$ cat config.mk
export PLATFORM = sky130hd
export DESIGN_NAME = cla_slice_sequencer_flat
export DESIGN_NICKNAME = d
export VERILOG_FILES = /design/src/rtl/cla_slice_sequencer_if.sv /design/src/rtl/cla_slice_sequencer.sv /design/src/flat_wrapper.sv
export SDC_FILE = /design/constraint.sdc
export NUM_CORES = 1
export LEC_CHECK = 0
export CAP_MARGIN = 20
export CELL_PAD_IN_SITES_DETAIL_PLACEMENT = 1
export CELL_PAD_IN_SITES_GLOBAL_PLACEMENT = 1
export CORE_MARGIN = 8
export CORE_UTILIZATION = 41
export CTS_CLUSTER_SIZE = 12
export DETAILED_ROUTE_END_ITERATION = 16
export HOLD_SLACK_MARGIN = 0.06
export PLACE_DENSITY_LB_ADDON = 0.1
export REMOVE_ABC_BUFFERS = 1
export SLEW_MARGIN = 20
export SYNTH_ARGS = -nofsm -noshare
export SYNTH_HDL_FRONTEND = slang
export SYNTH_SLANG_ARGS = --single-unit
$ cat constraint.sdc
create_clock -name clk -period 2.85 [get_ports clk]
set_input_delay 0.7125 -clock clk [delete_from_list [all_inputs] [get_ports clk]]
set_output_delay 0.7125 -clock clk [all_outputs]
set_load 0.02 [all_outputs]
$ cat src/rtl/cla_slice_sequencer_if.sv
// Operand request / result handshake bundle for cla_slice_sequencer.
// slave is the sequencer side, master is the source/sink side.
interface cla_slice_sequencer_if #(
    parameter int WIDTH = 16
);
    logic             in_valid;
    logic             in_ready;
    logic [WIDTH-1:0] a;
    logic [WIDTH-1:0] b;
    logic             cin;
    logic             out_valid;
    logic             out_ready;
    logic [WIDTH-1:0] sum;
    logic             cout;
    logic             prop_all;

    modport slave (
        input  in_valid, a, b, cin, out_ready,
        output in_ready, out_valid, sum, cout, prop_all
    );

    modport master (
        output in_valid, a, b, cin, out_ready,
        input  in_ready, out_valid, sum, cout, prop_all
    );
endinterface

$ cat src/rtl/cla_slice_sequencer.sv
// WIDTH-bit adder built by stepping one external 4-bit CLA slice
// over the operand nibbles LSB-first, rippling carry through a register.
module cla_slice_sequencer #(
    parameter int WIDTH = 16
) (
    input  logic                   clk,
    input  logic                   rst_n,
    cla_slice_sequencer_if.slave   bus,
    output logic [3:0]             slice_a,
    output logic [3:0]             slice_b,
    output logic                   slice_cin,
    input  logic [3:0]             slice_sum,
    input  logic                   slice_g,
    input  logic                   slice_p,
    output logic                   busy
);
    localparam int NSLICE = WIDTH / 4;
    localparam int IW = (NSLICE > 1) ? $clog2(NSLICE) : 1;
    localparam logic [IW-1:0] LAST = IW'(NSLICE - 1);

    if ((WIDTH % 4) != 0 || WIDTH < 4) begin : g_bad_width
        $error("cla_slice_sequencer: WIDTH must be a multiple of 4 and >= 4");
    end

    typedef enum logic [1:0] {
        IDLE,
        RUN,
        DONE
    } state_t;

    state_t           state;
    state_t           nxt;
    logic [WIDTH-1:0] a_r;
    logic [WIDTH-1:0] b_r;
    logic [WIDTH-1:0] sum_r;
    logic             carry_r;
    logic             prop_r;
    logic [IW-1:0]    idx;
    logic [WIDTH-1:0] a_sh;
    logic [WIDTH-1:0] b_sh;
    logic             accept;

    always_ff @(posedge clk or negedge rst_n) begin
        if (!rst_n) begin
            state <= IDLE;
        end else begin
            state <= nxt;
        end
    end

    always_comb begin
        nxt = state;
        bus.in_ready = 1'b0;
        bus.out_valid = 1'b0;
        busy = 1'b0;
        unique case (state)
            IDLE: begin
                bus.in_ready = 1'b1;
                if (bus.in_valid) nxt = RUN;
            end
            RUN: begin
                busy = 1'b1;
                if (idx == LAST) nxt = DONE;
            end
            DONE: begin
                busy = 1'b1;
                bus.out_valid = 1'b1;
                if (bus.out_ready) nxt = IDLE;
            end
            default: nxt = IDLE;
        endcase
    end

    assign accept = (state == IDLE) && bus.in_valid;

    // Shifting by idx nibbles keeps the slice select a plain [3:0] pick.
    assign a_sh = a_r >> {idx, 2'b00};
    assign b_sh = b_r >> {idx, 2'b00};

    always_comb begin
        slice_a = 4'h0;
        slice_b = 4'h0;
        slice_cin = 1'b0;
        if (state == RUN) begin
            slice_a = a_sh[3:0];
            slice_b = b_sh[3:0];
            slice_cin = carry_r;
        end
    end

    always_ff @(posedge clk or negedge rst_n) begin
        if (!rst_n) begin
            a_r <= '0;
            b_r <= '0;
            sum_r <= '0;
            carry_r <= 1'b0;
            prop_r <= 1'b0;
            idx <= '0;
        end else if (accept) begin
            a_r <= bus.a;
            b_r <= bus.b;
            carry_r <= bus.cin;
            prop_r <= 1'b1;
            idx <= '0;
        end else if (state == RUN) begin
            for (int i = 0; i < NSLICE; i++) begin
                if (idx == IW'(i)) sum_r[4*i +: 4] <= slice_sum;
            end
            carry_r <= slice_g | (slice_p & carry_r);
            prop_r <= prop_r & slice_p;
            if (idx != LAST) idx <= idx + 1'b1;
        end
    end

    assign bus.sum = sum_r;
    assign bus.cout = carry_r;
    assign bus.prop_all = prop_r;
endmodule

$ cat src/flat_wrapper.sv
// flat-port wrapper written by rule: the top's interface ports become plain ports
module cla_slice_sequencer_flat 
#(
    parameter int WIDTH = 16
)
  (clk, rst_n, slice_a, slice_b, slice_cin, slice_sum, slice_g, slice_p, busy, bus_in_valid, bus_a, bus_b, bus_cin, bus_out_ready, bus_in_ready, bus_out_valid, bus_sum, bus_cout, bus_prop_all);
  cla_slice_sequencer_if #(.WIDTH(WIDTH)) bus_i ();
  input  logic clk;
  input  logic rst_n;
  output logic [3:0] slice_a;
  output logic [3:0] slice_b;
  output logic slice_cin;
  input  logic [3:0] slice_sum;
  input  logic slice_g;
  input  logic slice_p;
  output logic busy;
  input wire logic [$bits(bus_i.in_valid)-1:0] bus_in_valid;
  input wire logic [$bits(bus_i.a)-1:0] bus_a;
  input wire logic [$bits(bus_i.b)-1:0] bus_b;
  input wire logic [$bits(bus_i.cin)-1:0] bus_cin;
  input wire logic [$bits(bus_i.out_ready)-1:0] bus_out_ready;
  output wire logic [$bits(bus_i.in_ready)-1:0] bus_in_ready;
  output wire logic [$bits(bus_i.out_valid)-1:0] bus_out_valid;
  output wire logic [$bits(bus_i.sum)-1:0] bus_sum;
  output wire logic [$bits(bus_i.cout)-1:0] bus_cout;
  output wire logic [$bits(bus_i.prop_all)-1:0] bus_prop_all;
  assign bus_i.in_valid = bus_in_valid;
  assign bus_i.a = bus_a;
  assign bus_i.b = bus_b;
  assign bus_i.cin = bus_cin;
  assign bus_i.out_ready = bus_out_ready;
  assign bus_in_ready = bus_i.in_ready;
  assign bus_out_valid = bus_i.out_valid;
  assign bus_sum = bus_i.sum;
  assign bus_cout = bus_i.cout;
  assign bus_prop_all = bus_i.prop_all;
  cla_slice_sequencer #(.WIDTH(WIDTH)) u_core (.clk(clk), .rst_n(rst_n), .bus(bus_i), .slice_a(slice_a), .slice_b(slice_b), .slice_cin(slice_cin), .slice_sum(slice_sum), .slice_g(slice_g), .slice_p(slice_p), .busy(busy));
endmodule
# Word level (Yosys, flattened, before mapping)

Cells that the tools add are included.
Widths: inputs -> output; s select.

Reduce and logical (&&, ||, !) cells: 12
$add $sub $neg: 1
Shifts and indexed selects: 2
Equal/unequal tests: 9
Bitwise logic cells: 4
Mux-type cells: 17

Operators by type and width:

| kind                | number |
|---|---|
| $shr 16x4->4        | 2 |
| $reduce_and 3->1    | 5 |
| $mux 2              | 6 |
| $mux 1              | 8 |
| $mux 4              | 2 |
| $ne 2x2->1 const B  | 4 |
| $eq 2x2->1 const B  | 3 |
| $pmux 2 s3          | 1 |
| $eq 2x1->1 const B  | 2 |
| $logic_not 2->1     | 2 |
| $reduce_bool 2->1   | 2 |
| $add 2x1->2 const B | 1 |
| $and 1x1->1         | 2 |
| $reduce_and 2->1    | 1 |
| $reduce_or 2->1     | 1 |
| $logic_and 1x1->1   | 1 |
| $not 1->1           | 1 |
| $or 1x1->1          | 1 |

Flip-flop bits (word level): 54
Input port bits: 43

# Depth between registers and ports, before layout

Gate-level depths: netlist (run 1).

Word-level depth: 4
Depth in mapped cells: 7

# Least setup slack after synthesis (run 1)

Ideal clock, no wire load.

Path type: reg2out
From: register u_core.idx[0]
To: output port slice_a[0]
Path slack: 0.863 ns
Cell stages (with the launch flop): 4
Data required time: 2.138 ns
Arrival: 1.274 ns
Cell sequence: dfrtp_1 -> buf_6 -> mux4_1 -> and2_1

Longest elaborated chain between the ends: 2

RTL lines:

| element                | line                       | text |
|---|---|---|
| from (decl)            | cla_slice_sequencer.sv:38  | `logic [IW-1:0] idx;` |
| from (signal assigned) | cla_slice_sequencer.sv:111 | `if (idx != LAST) idx <= idx + 1'b1;` |
| $shr 16x4->4           | cla_slice_sequencer.sv:77  | `assign a_sh = a_r >> {idx, 2'b00};` |
| $mux 4                 | cla_slice_sequencer.sv:84  | `if (state == RUN) begin` |
| to (decl)              | flat_wrapper.sv:10         | `output logic [3:0] slice_a;` |

No other way between the ends.

# Worst setup path in the final report (run 1)

From: register u_core.idx[0]
To: output port slice_a[3]

The elaborated chain is that of the path after synthesis.

==> results of run 1 <==
cells by family after synthesis:
family / share of synthesized area, %
buffers and inverters: 2.857
AO/OA/AOI/OAI: 1.530
adder cells (fa/ha/maj): 4.082
AND/OR/NAND/NOR: 4.286
XOR/XNOR: 0.3572
multiplexers: 31.79
flip-flops: 55.10
metal layers:
| layer | vias to the layer above | wire (µm) | global-route usage [%] | part of all wire (%) |
|---|---|---|---|---|
| met4 | 0 | 56 | 4.430 | 0.95 |
| met2 | 46 | 3172 | 25.73 | 54 |
| met3 | 4 | 373 | 4.728 | 6.4 |
| met5 | - | 0 | 0 | 0 |
| met1 | 799 | 2270 | 15.43 | 39 |
| li1 | 723 | - | - | - |
path summary, 6_finish.rpt:
kind                                      from                   to  slack (ps)  cells after the start
min                        u_core.bus.prop_all  u_core.bus.prop_all         500                      2
min in group asynchronous                rst_n   u_core.bus.sum[13]         540                      1
min reg2reg                u_core.bus.prop_all  u_core.bus.prop_all         500                      2
max in group asynchronous                rst_n       u_core.a_r[13]        1640                      2
max                              u_core.idx[0]           slice_a[3]         110                      4
max reg2reg                    u_core.state[0]        u_core.a_r[3]        1000                      5
state kept, by name, summed over array words and instances, names as in the netlist:
register	cells
u_core.a_r	16
u_core.b_r	16
u_core.bus.sum	16
u_core.idx	2
u_core.state	2
u_core.bus.cout	1
u_core.bus.prop_all	1
Yosys cell counts:
| cell | count |
|---|---|
| mux4_1 | 7 |
| and2_1 | 9 |
| and2b_1 | 1 |
| a21oi_1 | 3 |
| buf_6 | 2 |
| nor2_1 | 1 |
| nand3_1 | 4 |
| mux2i_1 | 1 |
| nand2b_1 | 1 |
| dfrtp_1 | 54 |
| ha_1 | 8 |
| buf_2 | 2 |
| a22oi_1 | 1 |
| a221oi_2 | 1 |
| buf_4 | 1 |
| inv_1 | 6 |
| xnor2_1 | 1 |
| nand2_1 | 3 |
| clkbuf_1 | 2 |
| mux2_2 | 43 |
| mux4_2 | 1 |
| mux2_1 | 7 |
metrics by stage:
| stage | power, mW | instance area (µm²) | hold slack (ps) |
|---|---|---|---|
| 2_1_floorplan | 2.463 | 2405 | 416.9 |
| 3_3_place_gp | 3.157 | 3259 | 461.4 |
| 3_5_place_dp | 3.280 | 3259 | 477.2 |
| 4_1_cts | 3.799 | 3371 | 499.6 |
| 5_1_grt | 3.982 | 3397 | 513.5 |
| 6_report | 3.735 | 3397 | 500.1 |
final cells by class:
cell class / count / area (µm²)
Inverter: 6 / 22.52
Fill cell: 548 / 2454
Clock buffer: 6 / 72.57
Tap cell: 75 / 93.84
Sequential cell: 54 / 1353
Multi-Input combinational cell: 92 / 1044
Clock inverter: 2 / 37.54
Timing Repair Buffer: 78 / 774.5
placed cells by master (no fill, tap or decap), drive strengths merged, types with 3 or more instances in the layout:
master / netlist / final
clkdlybuf4s50: 0 / 64
mux4: 8 / 8
ha: 8 / 8
and2: 9 / 9
a21oi: 3 / 3
buf: 5 / 7
mux2: 50 / 50
nand2: 3 / 3
clkbuf: 2 / 6
dfrtp: 54 / 54
nand3: 4 / 4
dlymetal6s2s: 0 / 6
inv: 6 / 6
power groups by stage:
stage / clock (mW) / combinational (mW) / sequential (mW)
final: 0.507 / 1.86 / 1.37
after floorplan: 0 / 0.968 / 1.49
after global placement: 0 / 1.81 / 1.34
after global routing: 0.550 / 2.01 / 1.43
after detailed placement: 0 / 1.89 / 1.39
after CTS: 0.527 / 1.90 / 1.37
critical path, cell delays in order, from the launching register on:
cell	delay, ps
dfrtp_1	350
buf_4	170
mux4_2	500
and2_1	170
clkdlybuf4s50_1	540
==> out/summary.txt, run 1 <==
I/O pin count: 73
warnings from Yosys: 0
sequential fraction of the synthesis area: 55.10%
post-layout min period: 2735 ps
Final Hold Fails: 0
combinational share of power: 49.8%
Longest Clk Path Bufs: 2
final worst slack: 114.8 ps
final setup fails: 0
post-synth cell types: 22
Root Buffer: clkbuf_8
pwr dens: 1100 nW/µm²
layout cell share with drive strength beyond 1: 25.63%
Cell Rows: 28
fmax: 365.6 MHz
Die X-Extent: 93.34 µm
Final ANT Viol Nets: 0
worst slack at placement: 191.0 ps
NetSw: 1.274 mW
max_slew headroom: 38.13%
clock power share: 13.6%
VDD IR max: 516.6 µV
MaxCap Viol Count: 0
vias in the first global route: 1863
Hold-fix buffers, CTS: 0
RSZ-0062 raised after global routing: no
Final Skew: 6.584 ps
CTS tree: yes
DP HPWL: 4612 µm
gr ovfl total: 0
Clock Latency Late Sink: 300 ps
critical path fanouts, max: 5
Initial Util: 41.92%
Placed Cells: 305
Critical Setup Path Class: reg -> out
drt wl/cell: 18.76 µm
Syn Inst Count: 159
drt pass-1 iters: 4
share of the synthesized area in the top cell type: 55.10%
Synth Area per Inst: 15.42 µm²
area delta synth->final: 38.52%
gr usage total: 14.30%
worst hold path class: reg -> reg
Net Sw Frac: 34.12%
Core ar.: 5851 µm²
DRC viols: 0
DRT iter0 DRCs: 42
maximum level of the CTS H-tree: 2
Cell Area, Synth: 2452 µm²
initial antenna violation count: 0
clock-pin transition on the worst setup and hold timing paths: 90 ps
crit path DAT: 2020 ps
fin util: 58.06%
setup bufs post-CTS: 0
routability cong.: 0.6855
post-CTS resize count: 2
Yosys top cell by area: dfrtp_1
critical path capture point type: output pin
vias per cell: 5.022
largest net degree at the start of global routing: 43
Seq pwr share: 36.6%
Int Pwr: 2.461 mW
Chip Height: 93.34 µm
Clock Sinks: 54
total number of vias: 1572
CTS buffer count: 5
Slew @ Worst Pin: 928.0 ps
die area: 8712 µm²
first-pass GRT wire length: 9666 µm
setup TNS: 0 ps
Final nets: 288
Max Slew Vio Count: 0
Antenna Cells: 0
worst endpoint required time: 2140 ps
Port Buffers: 72
Tcrit/Tclk final: 95.97%
Non-Filler Instances: 313
total routed wirelength: 5872 µm
largest cells by area after synthesis: dfrtp_1 (55%), mux2_2 (20%), mux4_1 (7.5%)
crit start category: flop
status: completed
Yosys reg bits: 54
Lkg Pwr: 1.538 nW
Note: power is estimated with default switching activity, not from simulation.
==> inputs of run 2 (changes only) <==
- GPL_TIMING_DRIVEN: not set -> 0
==> run 2 against run 1 <==
Via count decreased by 3.0%. Sequential share of layout area decreased by 0.33 points. First-iteration DRC count decreased by 48%. Clock-buffer cell count unchanged. Die area unchanged. Critical path type unchanged. Critical path depth unchanged. Highest routed layer unchanged. Core utilization increased by 0.49 points. Cell count decreased by 0.32%. Register-to-register slack got worse by 460 ps. Sequential power about the same. Hold slack got worse by 180 ps.
==> out/summary.txt, run 2 (synthesis results as in run 1) <==
worst path cell trace: inv_1, ha_2, and2_1, clkdlybuf4s50_1
DRT iter0 DRCs: 22 (-48%)
drt pass-1 iters: 2 (-2)
Critical Setup Path Class: reg -> out
MaxCap Viol Count: 0 (unchanged)
VDD IR max: 533.6 µV (+3.3%)
fmax: 367.9 MHz (+0.64%)
Final ANT Viol Nets: 0 (unchanged)
Slew @ Worst Pin: 880.3 ps (-47.69 ps)
Int Pwr: 2.458 mW (-0.12%)
worst hold path class: in -> async
WHS: 323.3 ps (-176.8 ps)
Final Hold Fails: 0 (unchanged)
NetSw: 1.267 mW (-0.58%)
critical path fanouts, max: 17 (+12)
worst r2r dst: u_core.bus.sum[12]
Longest Clk Path Bufs: 2 (unchanged)
CTS tree: yes
most common cell after layout, fill and taps aside: clkdlybuf4s50_1
clock-pin transition on the worst setup and hold timing paths: 90 ps (about the same)
vias per cell: 4.888 (-2.7%)
total power draw: 3.725 mW (-0.28%)
final setup fails: 0 (unchanged)
drt wl/cell: 18.14 µm (-3.3%)
routability cong.: 0.6682 (-2.5%)
fillcell total: 563 (+2.7%)
Chip Height: 93.34 µm (unchanged)
worst reg2reg path depth: 5 (unchanged)
I/O pin count: 73 (unchanged)
pwr dens: 1087 nW/µm² (-1.1%)
crit path DAT: 2010 ps (about the same)
Final Skew: 9.950 ps (+3.366 ps)
DP HPWL: 4360 µm (-5.5%)
gr ovfl total: 0 (unchanged)
Clock Latency Late Sink: 300 ps (about the same)
combinational share of power: 49.7% (about the same)
gr usage total: 13.37% (-0.93 points)
Port Buffers: 72 (unchanged)
Antenna Cells: 0 (unchanged)
Seq pwr share: 36.8% (+0.2 points)
fin util: 58.55% (+0.49 points)
RSZ-0062 raised after global routing: no
Reg2Reg Setup Slack: 540 ps (-460 ps)
total number of vias: 1525 (-3.0%)
DRC viols: 0 (unchanged)
Core ar.: 5851 µm² (unchanged)
critical path capture point type: output pin
initial antenna violation count: 0 (unchanged)
layout cell share with drive strength beyond 1: 25.74% (+0.11 points)
max_slew headroom: 41.10% (+3.0 points)
maximum level of the CTS H-tree: 2 (unchanged)
clock power share: 13.5% (about the same)
die area: 8712 µm² (unchanged)
Root Buffer: clkbuf_8
Initial Util: 41.92% (unchanged)
CTS buffer count: 5 (unchanged)
Cell Rows: 28 (unchanged)
vias in the first global route: 1856 (-0.38%)
post-layout min period: 2718 ps (-17.48 ps)
area delta synth->final: 39.69%
Final nets: 287 (-0.35%)
largest net degree at the start of global routing: 40 (-7.0%)
most frequent cells in the layout: clkdlybuf4s50_1 (63), dfrtp_1 (53), mux2_2 (43)
Clock Sinks: 54 (unchanged)
slowest stage delay, CP: 600 ps (+60 ps)
first-pass GRT wire length: 9183 µm (-5.0%)
crit start category: flop
total routed wirelength: 5659 µm (-3.6%)
Lkg Pwr: 1.576 nW (+2.5%)
R2R Path Start: u_core.state[0]
Die X-Extent: 93.34 µm (unchanged)
Net Sw Frac: 34.01% (-0.10 points)
Max Slew Vio Count: 0 (unchanged)
status: completed
Critical-path top delay cell: clkdlybuf4s50_1
Tcrit/Tclk final: 95.36% (-0.61 points)
worst endpoint required time: 2140 ps (about the same)
[run 2: stage by stage]
| stage | TNS [ps] | cell area, µm² | instances | setup slack (ps) |
|---|---|---|---|---|
| after floorplan | 0 | 2405 | 152 | 424.9 |
| after global placement | -25210 | 3219 | 299 | -371.3 |
| after detailed placement | 0 | 3272 | 301 | 59.44 |
| after CTS | 0 | 3406 | 312 | 15.32 |
| after global routing | 0 | 3426 | 312 | 13.60 |
| final | 0 | 3426 | 312 | 132.2 |
[run 2: power groups by stage]
stage               sequential, mW  combinational [mW]  clock [mW]
detailed placement            1.43                1.84           0
global route                  1.42                2.00       0.547
floorplan                     1.49               0.968           0
CTS                           1.37                1.91       0.517
finish                        1.37                1.85       0.504
global placement              1.38                1.74           0
[run 2: worst max-delay path: cells and delay by family, from the launching register on]
kind / cells / cell delay [ps]
and+or+nand+nor: 1 / 180
adders and majority gates: 1 / 410
buffers and inverters: 2 / 710
DFF: 1 / 410
[run 2: cell type report]
class                   count  area, µm²  area share, %
clock buffers               6      72.57          2.118
clock inverters             2      37.54          1.096
inverters                   6      22.52         0.6574
multi-input cells          92       1036          30.24
flip-flops and latches     54       1353          39.48
well taps                  75      93.84          2.739
repair buffers             77      810.8          23.67
[run 2: how the worst max path moves through the flow]
stage / from / to / slack, ps / cells past startpoint
finish: u_core.state[1] / slice_cin / 130 / 4
global route: u_core.state[1] / slice_cin / 10 / 4
CTS: u_core.idx[0] / slice_b[0] / 20 / 4
detailed placement: bus_in_valid / u_core.bus.sum[12] / 60 / 4
global placement: rst_n / u_core.a_r[9] / -370 / 1
floorplan: u_core.state[0] / u_core.bus.sum[0] / 420 / 5
[run 2: timing repair]
| action | 4_1_cts | 5_1_grt |
|---|---|---|
| setup buffers | 3 | 0 |
| setup endpoints to repair | 9 | 8 |
| hold buffers | 0 | 0 |
| hold endpoints to repair | 0 | 0 |
| resized for setup | 2 | 8 |
[run 2: per-layer routing]
layer / routed length [µm] / vias to the layer above / GRT usage, %
li1: - / 717 / -
met1: 2287 / 760 / 15.36
met2: 3008 / 44 / 23.85
met3: 329 / 4 / 4.087
met4: 34 / 0 / 2.685
met5: 0 / - / 0
